$ cat src/rtl/irq_ctrl_pkg.sv
// irq_ctrl_pkg: shared FSM state type and default sizing for the interrupt request controller.
package irq_ctrl_pkg;
    localparam int N_SRC_DEF = 8;
    localparam int ID_W_DEF  = $clog2(N_SRC_DEF);
    typedef enum logic [1:0] {ST_IDLE, ST_SIGNAL, ST_SERVICE} state_t;
endpackage

$ cat src/rtl/irq_request_controller_if.sv
// irq_request_controller_if: peripheral/CPU-side signal bundle of the interrupt request controller.
interface irq_request_controller_if #(
    parameter int N_SRC = 8,
    parameter int ID_W  = 3
);
    logic [N_SRC-1:0] irq_src;
    logic             mask_wr_en;
    logic [N_SRC-1:0] mask_wr_data;
    logic             return_from_isr;
    logic             interrupt_signal;
    logic [ID_W-1:0]  irq_id;
    logic [N_SRC-1:0] irq_mask;
    logic [N_SRC-1:0] pending;
    logic             overrun;
    modport master (
        output irq_src, mask_wr_en, mask_wr_data, return_from_isr,
        input  interrupt_signal, irq_id, irq_mask, pending, overrun
    );
    modport slave (
        input  irq_src, mask_wr_en, mask_wr_data, return_from_isr,
        output interrupt_signal, irq_id, irq_mask, pending, overrun
    );
endinterface

$ cat src/rtl/irq_request_controller_prio.sv
// irq_priority_encoder: combinational lowest-index-wins encoder with a valid flag.
module irq_priority_encoder
    import irq_ctrl_pkg::*;
#(
    parameter int N_SRC = N_SRC_DEF,
    parameter int ID_W  = ID_W_DEF
) (
    input  logic [N_SRC-1:0] i_eligible,
    output logic             o_valid,
    output logic [ID_W-1:0]  o_idx
);
    always_comb begin
        o_valid = |i_eligible;
        o_idx   = '0;
        for (int i = N_SRC - 1; i >= 0; i--)
            if (i_eligible[i]) o_idx = ID_W'(i);
    end
endmodule

$ cat src/rtl/irq_request_controller.sv
// irq_request_controller: edge-detected, maskable, fixed-priority interrupt request FSM without nesting.
module irq_request_controller
    import irq_ctrl_pkg::*;
#(
    parameter int N_SRC = N_SRC_DEF,
    parameter int ID_W  = ID_W_DEF
) (
    input  logic clk,
    input  logic reset,
    irq_request_controller_if.slave bus
);
    state_t           r_state, w_next;
    logic             r_armed, r_overrun, w_valid, w_load;
    logic [N_SRC-1:0] r_src_q, r_pending, r_mask, w_edge, w_clr;
    logic [ID_W-1:0]  r_id, w_win;

    // r_armed suppresses the first sample after reset so lines already high are not seen as edges
    assign w_edge = r_armed ? (bus.irq_src & ~r_src_q) : '0;
    assign w_clr  = (r_state == ST_SERVICE && bus.return_from_isr) ? ({{(N_SRC-1){1'b0}}, 1'b1} << r_id) : '0;

    irq_priority_encoder #(.N_SRC(N_SRC), .ID_W(ID_W)) u_prio (
        .i_eligible (r_pending & r_mask),
        .o_valid    (w_valid),
        .o_idx      (w_win)
    );

    always_ff @(posedge clk or negedge reset)
        if (!reset) r_state <= ST_IDLE;
        else        r_state <= w_next;

    always_comb begin
        w_load = (r_state == ST_IDLE) && w_valid;
        w_next = w_load ? ST_SIGNAL :
                 (r_state == ST_SIGNAL) ? ST_SERVICE :
                 (r_state == ST_SERVICE && bus.return_from_isr) ? ST_IDLE : r_state;
    end

    always_ff @(posedge clk or negedge reset)
        if (!reset) begin
            r_armed   <= 1'b0;
            r_src_q   <= '0;
            r_pending <= '0;
            r_mask    <= '0;
            r_id      <= '0;
            r_overrun <= 1'b0;
        end else begin
            r_armed   <= 1'b1;
            r_src_q   <= bus.irq_src;
            r_pending <= (r_pending & ~w_clr) | w_edge;
            r_mask    <= bus.mask_wr_en ? bus.mask_wr_data : r_mask;
            r_overrun <= |(w_edge & r_pending & ~w_clr);
            if (w_load) r_id <= w_win;
        end

    assign bus.interrupt_signal = (r_state == ST_SIGNAL);
    assign bus.irq_id           = r_id;
    assign bus.irq_mask         = r_mask;
    assign bus.pending          = r_pending;
    assign bus.overrun          = r_overrun;
endmodule

$ cat src/flat_wrapper.sv
// flat-port wrapper written by rule: the top's interface ports become plain ports
module irq_request_controller_flat import irq_ctrl_pkg::*;
#(
    parameter int N_SRC = N_SRC_DEF,
    parameter int ID_W  = ID_W_DEF
)
  (clk, reset, bus_irq_src, bus_mask_wr_en, bus_mask_wr_data, bus_return_from_isr, bus_interrupt_signal, bus_irq_id, bus_irq_mask, bus_pending, bus_overrun);
  irq_request_controller_if #(.N_SRC(N_SRC), .ID_W(ID_W)) bus_i ();
  input  logic clk;
  input  logic reset;
  input wire logic [$bits(bus_i.irq_src)-1:0] bus_irq_src;
  input wire logic [$bits(bus_i.mask_wr_en)-1:0] bus_mask_wr_en;
  input wire logic [$bits(bus_i.mask_wr_data)-1:0] bus_mask_wr_data;
  input wire logic [$bits(bus_i.return_from_isr)-1:0] bus_return_from_isr;
  output wire logic [$bits(bus_i.interrupt_signal)-1:0] bus_interrupt_signal;
  output wire logic [$bits(bus_i.irq_id)-1:0] bus_irq_id;
  output wire logic [$bits(bus_i.irq_mask)-1:0] bus_irq_mask;
  output wire logic [$bits(bus_i.pending)-1:0] bus_pending;
  output wire logic [$bits(bus_i.overrun)-1:0] bus_overrun;
  assign bus_i.irq_src = bus_irq_src;
  assign bus_i.mask_wr_en = bus_mask_wr_en;
  assign bus_i.mask_wr_data = bus_mask_wr_data;
  assign bus_i.return_from_isr = bus_return_from_isr;
  assign bus_interrupt_signal = bus_i.interrupt_signal;
  assign bus_irq_id = bus_i.irq_id;
  assign bus_irq_mask = bus_i.irq_mask;
  assign bus_pending = bus_i.pending;
  assign bus_overrun = bus_i.overrun;
  irq_request_controller #(.N_SRC(N_SRC), .ID_W(ID_W)) u_core (.clk(clk), .reset(reset), .bus(bus_i));
endmodule
$ cat config.mk
export PLATFORM = sky130hd
export DESIGN_NAME = irq_request_controller_flat
export DESIGN_NICKNAME = d
export VERILOG_FILES = /design/src/rtl/irq_ctrl_pkg.sv /design/src/rtl/irq_request_controller_if.sv /design/src/rtl/irq_request_controller_prio.sv /design/src/rtl/irq_request_controller.sv /design/src/flat_wrapper.sv
export SDC_FILE = /design/constraint.sdc
export NUM_CORES = 1
export LEC_CHECK = 0
export BUFFER_PORTS_ARGS = -buffer_cell sky130_fd_sc_hd__buf_2
export CAP_MARGIN = 20
export CORE_UTILIZATION = 45
export CTS_CLUSTER_DIAMETER = 30
export DETAILED_ROUTE_END_ITERATION = 6
export HOLD_SLACK_MARGIN = 0.12
export PLACE_DENSITY_LB_ADDON = 0.12
export SLEW_MARGIN = 20
export SYNTH_ARGS = -nofsm -noshare
export SYNTH_HDL_FRONTEND = slang
export SYNTH_SLANG_ARGS = --single-unit
$ cat constraint.sdc
create_clock -name clk -period 1.2 [get_ports clk]
set_input_delay 0.24 -clock clk [delete_from_list [all_inputs] [get_ports clk]]
set_output_delay 0.24 -clock clk [all_outputs]
set_load 0.03 [all_outputs]
* Yosys cells after proc, flatten, opt, wreduce, memory -nomap -nowiden *
Index checks and enable logic that the tools add are counted.

storage, ports and cells
  bits in registers = 31
  bits of input ports = 20
  output and inout port bits = 21
  word-level logic and storage cells = 37

operators by class
  eq/ne operators = 2
  shift operators = 1
  muxes and demuxes = 13
  bitwise gates (word level) = 8
  reductions and logical operators = 6

operator list
  kind                 count
  $and 8x8->8          5
  $mux 3               8
  $mux 8               2
  $not 8->8            2
  $reduce_or 8->1      2
  $or 8x8->8           1
  $shl 1x3->8 const A  1
  $mux 2               3
  $reduce_bool 3->1    1
  $eq 2x1->1 const B   1
  $eq 2x2->1 const B   1
  $logic_and 1x1->1    2
  $logic_not 2->1      1

* Longest topological paths before layout *
  depth in word-level cells = 9
  gate-level depth with buffers = 5
  mapped depth without buffers = 4

* Modules after synthesis *
Synthesis repeated with hierarchy kept, for this count alone.

second synthesis, totals
  cell total of the unflattened synthesis = 115
  area total of the unflattened synthesis = 1,376.3 um^2

modules (own cells, without submodules)
  module                  times used  cells each  area each (um^2)  seq. area each (um^2)
  irq_request_controller  1           102         1,295.0           775.7
  irq_priority_encoder    1           13          81.3              0.0

* Least setup slack after synthesis *
No wires, ideal clock.

  path type = register -> register
  from = reg u_core.r_id[0] (netlist: u_core.bus.irq_id[0])
  to = reg u_core.r_overrun (netlist: u_core.bus.overrun)
  setup time = 140 ps
  data arrival time = 1,293 ps
  required time = 1,060 ps
  slack = -233 ps
  stages on the path, launching flop included = 5
  buffers on the path = 0
  clock period less this slack = 1,433 ps
  cells stage by stage = dfrtp_1 -> and4bb_4 -> a21oi_2 -> nor4_2 -> o2111ai_1

between the ends
  word-level cells in the longest chain between the ends = 5

ends and longest elaborated chain
  what                    RTL line                      text
  start, declared         irq_request_controller.sv:15  logic [ID_W-1:0] r_id, w_win;
  start signal, assigned  irq_request_controller.sv:52  if (w_load) r_id <= w_win;
  $shl 1x3->8             irq_request_controller.sv:19  assign w_clr = (r_state == ST_SERVICE && bus.return_from_isr) ? ({{(N_SRC-1){1'b0}}, 1'b1} << r_id) : '0;
  $mux 8                  irq_request_controller.sv:19
  $not 8->8               irq_request_controller.sv:51  r_overrun <= |(w_edge & r_pending & ~w_clr);
  $and 8x8->8             irq_request_controller.sv:51
  $reduce_or 8->1         irq_request_controller.sv:51
  end signal, assigned    irq_request_controller.sv:51
  end, declared           irq_request_controller.sv:13  logic r_armed, r_overrun, w_valid, w_load;

No other way between the ends.
A chain may end at the register's enable or synchronous reset.

* Worst setup path in the final report *
  from = reg u_core.r_state[0]
  to = out bus_interrupt_signal

between the ends
  word-level cells in the longest chain between the ends = 1

ends and longest elaborated chain
  what                    RTL line                      text
  start, declared         irq_request_controller.sv:12  state_t r_state, w_next;
  start signal, assigned  irq_request_controller.sv:29  else r_state <= w_next;
  $eq 2x1->1              irq_request_controller.sv:55  assign bus.interrupt_signal = (r_state == ST_SIGNAL);
  end, declared           flat_wrapper.sv:15            output wire logic [$bits(bus_i.interrupt_signal)-1:0] bus_interrupt_signal;

No other way between the ends.

==> out/metrics.cfg <==
[sta]
setup_tns_ns = -1.94
period_needed_ns = 1.47
rsz0062_at_grt = true
post-route-period-util_pct = 122
drv_slew = 0
hold_viol = 0
fin_skew_ns = 0.0121
setup_viol = 21
fmax_mhz = 681
setup_ws_ns = -0.267

[logic_synthesis]
avgSynthCellArea_sq_um = 11.6
yosys_warnings = 0
synth_top_family_by_area = compound AO/OA/AOI/OAI gates
yosysUniqueCellTypes = 36
synth_cells = 118
synth_nets = 138
synth_compound_area_share_pct = 16.4
netlist_top_cells_area = dfrtp_1, mux2_2, nand2_1
yosys.area_share.adder_pct = 0
muxShareOfSynthArea_pct = 6.59
synth_commonest_cells = dfrtp_1, nand2_1, inv_1
synth_xor_area_share_pct = 0
ys_seq_area_share_pct = 56.7
synth.most_common_cell = dfrtp_1
synthSimpleGateAreaFrac_pct = 15.6
syn_area_sq_mm = 0.00137
synth_flop_cell = dfrtp_1
synth.largest_area_cell = dfrtp_1
synth_top_area_share_pct = 56.7
synth_edf_count = 0
async_flop_share_pct = 100
ys_ff_latch = 31

[floorplan]
core_area_sq_mm = 0.00283
core.rowCount = 19
die_w_um = 57.1
dieHeight_um = 57.1
dieArea_sq_mm = 0.00326
initial_core_util_pct = 48.3
io_pins = 41

[hold_path]
hold_start = bus_mask_wr_data[0]
hold_path_depth = 2
min_path_type = primary input to flip-flop
holdPathEnd = u_core.bus.irq_mask[0]

[pwr]
p_comb_share_pct = 56.9
clockPowerShare_pct = 12.1
swShare_pct = 39.4
power.switching_mw = 2.01
vdd_drop_max_v = 0.00153
pwr-share-seq_pct = 31.0
internal_power_mw = 3.10
leakagePower_nw = 1.08
p_total_mw = 5.11
powerDensity_mw_per_mm2 = 2210

[drt]
first_iter_violations = 54
drt-total-wl_um = 3950
vias_per_cell = 5.47
drtPass1Iterations = 7
drc = 8
vias = 1339
ant_nets = 0
routedWlPerCell_um = 16.1

[worst_setup_path]
critical_path.max_fanout = 3
r2r_end = u_core.bus.overrun
startpoint = u_core.r_state[0]
crit_path_start_kind = flip-flop
arrival_ns = 1.23
r2r_slack_ns = -0.27
required_ns = 0.96
end_kind = primary output
r2r-start = u_core.r_state[0]
rr_worst_depth = 4
path_class = flip-flop to primary output

[final_layout]
drive_gt1_share_pct = 59.3
areaGrowthSynthToFinish_pct = 68.9
antenna_cells = 0
n_fill_cell = 178
layout.nets = 233

[global_routing]
antenna_found_initial = 0
grtUsageTotal_pct = 25.3
grt_overflow = 0
grt_max_degree = 17
grt_pass1_wl_um = 5970
grt_pass1_vias = 1267

[clock_tree]
cts_buffers = 5
cts_max_level = 2
clockRootBuffer = clkbuf_4
max-clock-path-buffers = 2
clock_latency_ns = 0.35
path_clk_slew_ns = 0.11
cts_sinks = 31
cts_tree = built

[outcome]
status = finished with violations
violations = design-rule violations, negative setup slack

[placed_design]
dpl.hpwl_um = 2440
routabilityCongestion = 0.776
portBuffers = 40

[job]
maxCapViolations = 0

## placed cells by master (no fill, tap or decap), types with 2 or more instances in the layout
cell,instances
a21o_2,2
a21oi_1,4
a21oi_2,4
a22oi_2,2
a31o_2,2
a32o_1,5
and2b_2,2
buf_2,20
buf_4,23
buf_6,35
clkbuf_4,5
dfrtp_1,20
dfrtp_2,11
dlygate4sd3_1,12
inv_1,11
mux2_2,8
nand2_1,12
nand2_2,2
nand3_1,2
nand3b_1,3
nand4_1,2
nand4b_1,4
## through the flow
step	utilization [%]	worst slack [ns]	std cells	instance area, sq um	hold slack, ns
6_report	81.6	-0.267	245	2310	0.124
5_1_grt	81.6	-0.321	245	2310	0.118
4_1_cts	77.6	-0.252	238	2200	0.121
3_5_place_dp	62.5	-0.211	207	1770	0.186
3_3_place_gp	62.5	-0.146	207	1770	0.172
2_1_floorplan	-	-0.187	118	1380	-0.0556
## power groups by stage
stage               registers [mW]  clock network [mW]  logic, mW
global placement              1.52                   0       1.93
detailed placement            1.53                   0       1.96
finish                        1.58               0.618       2.91
CTS                           1.55               0.625       2.62
global route                  1.61               0.675       3.06
floorplan                     1.96                   0      0.659
## registers in the layout, indices dropped and copies added (netlist names)
name                 count
u_core.bus.irq_mask      8
u_core.bus.overrun       1
u_core.r_src_q           8
u_core.r_armed           1
u_core.r_state           2
u_core.bus.pending       8
u_core.bus.irq_id        3
## what timing repair did
action,in CTS,in global routing
setup buffers,13,6
pin swaps,5,7
endpoints found under the setup margin,25,31
hold buffers,10,2
resized for setup,55,20
hold endpoints to repair,40,2
## worst max path at each step
| stage | to | slack [ns] |
|---|---|---|
| final | bus_interrupt_signal | -0.27 |
| after global placement | u_core.bus.overrun | -0.15 |
| after CTS | bus_interrupt_signal | -0.25 |
| after floorplan | u_core.bus.overrun | -0.19 |
| after detailed placement | u_core.bus.overrun | -0.21 |
| after global routing | u_core.bus.overrun | -0.32 |
## critical path: stages, from the launching register on
cell     delay [ns]
dfrtp_1        0.43
buf_6          0.13
and2b_2        0.19
buf_6          0.13
## kinds of logic after synthesis
family                 after synthesis
AND/OR/NAND/NOR                     35
flip-flops                          31
multiplexers                         8
AO/OA/AOI/OAI                       29
buffers and inverters               14
other                                1
## area by class of cell
cell class / instances / area, sq um / share of cell area, %
sequential: 31 / 790 / 34.2
clock inverter: 2 / 12.5 / 0.542
inverter: 11 / 41.3 / 1.79
clock buffer: 6 / 41.3 / 1.79
timing repair buffer: 91 / 807 / 34.9
multi-input combinational: 73 / 579 / 25.1
tap: 31 / 38.8 / 1.68
## metal layers
layer | vias to the layer above | share of wire, % | GRT usage (%)
met2 | 39 | 53 | 42.4
met5 | - | 0 | 0
li1 | 618 | - | -
met3 | 10 | 4.0 | 6.80
met4 | 0 | 2.5 | 13.2
met1 | 672 | 41 | 30.0
(Power assumes the default switching activity.)
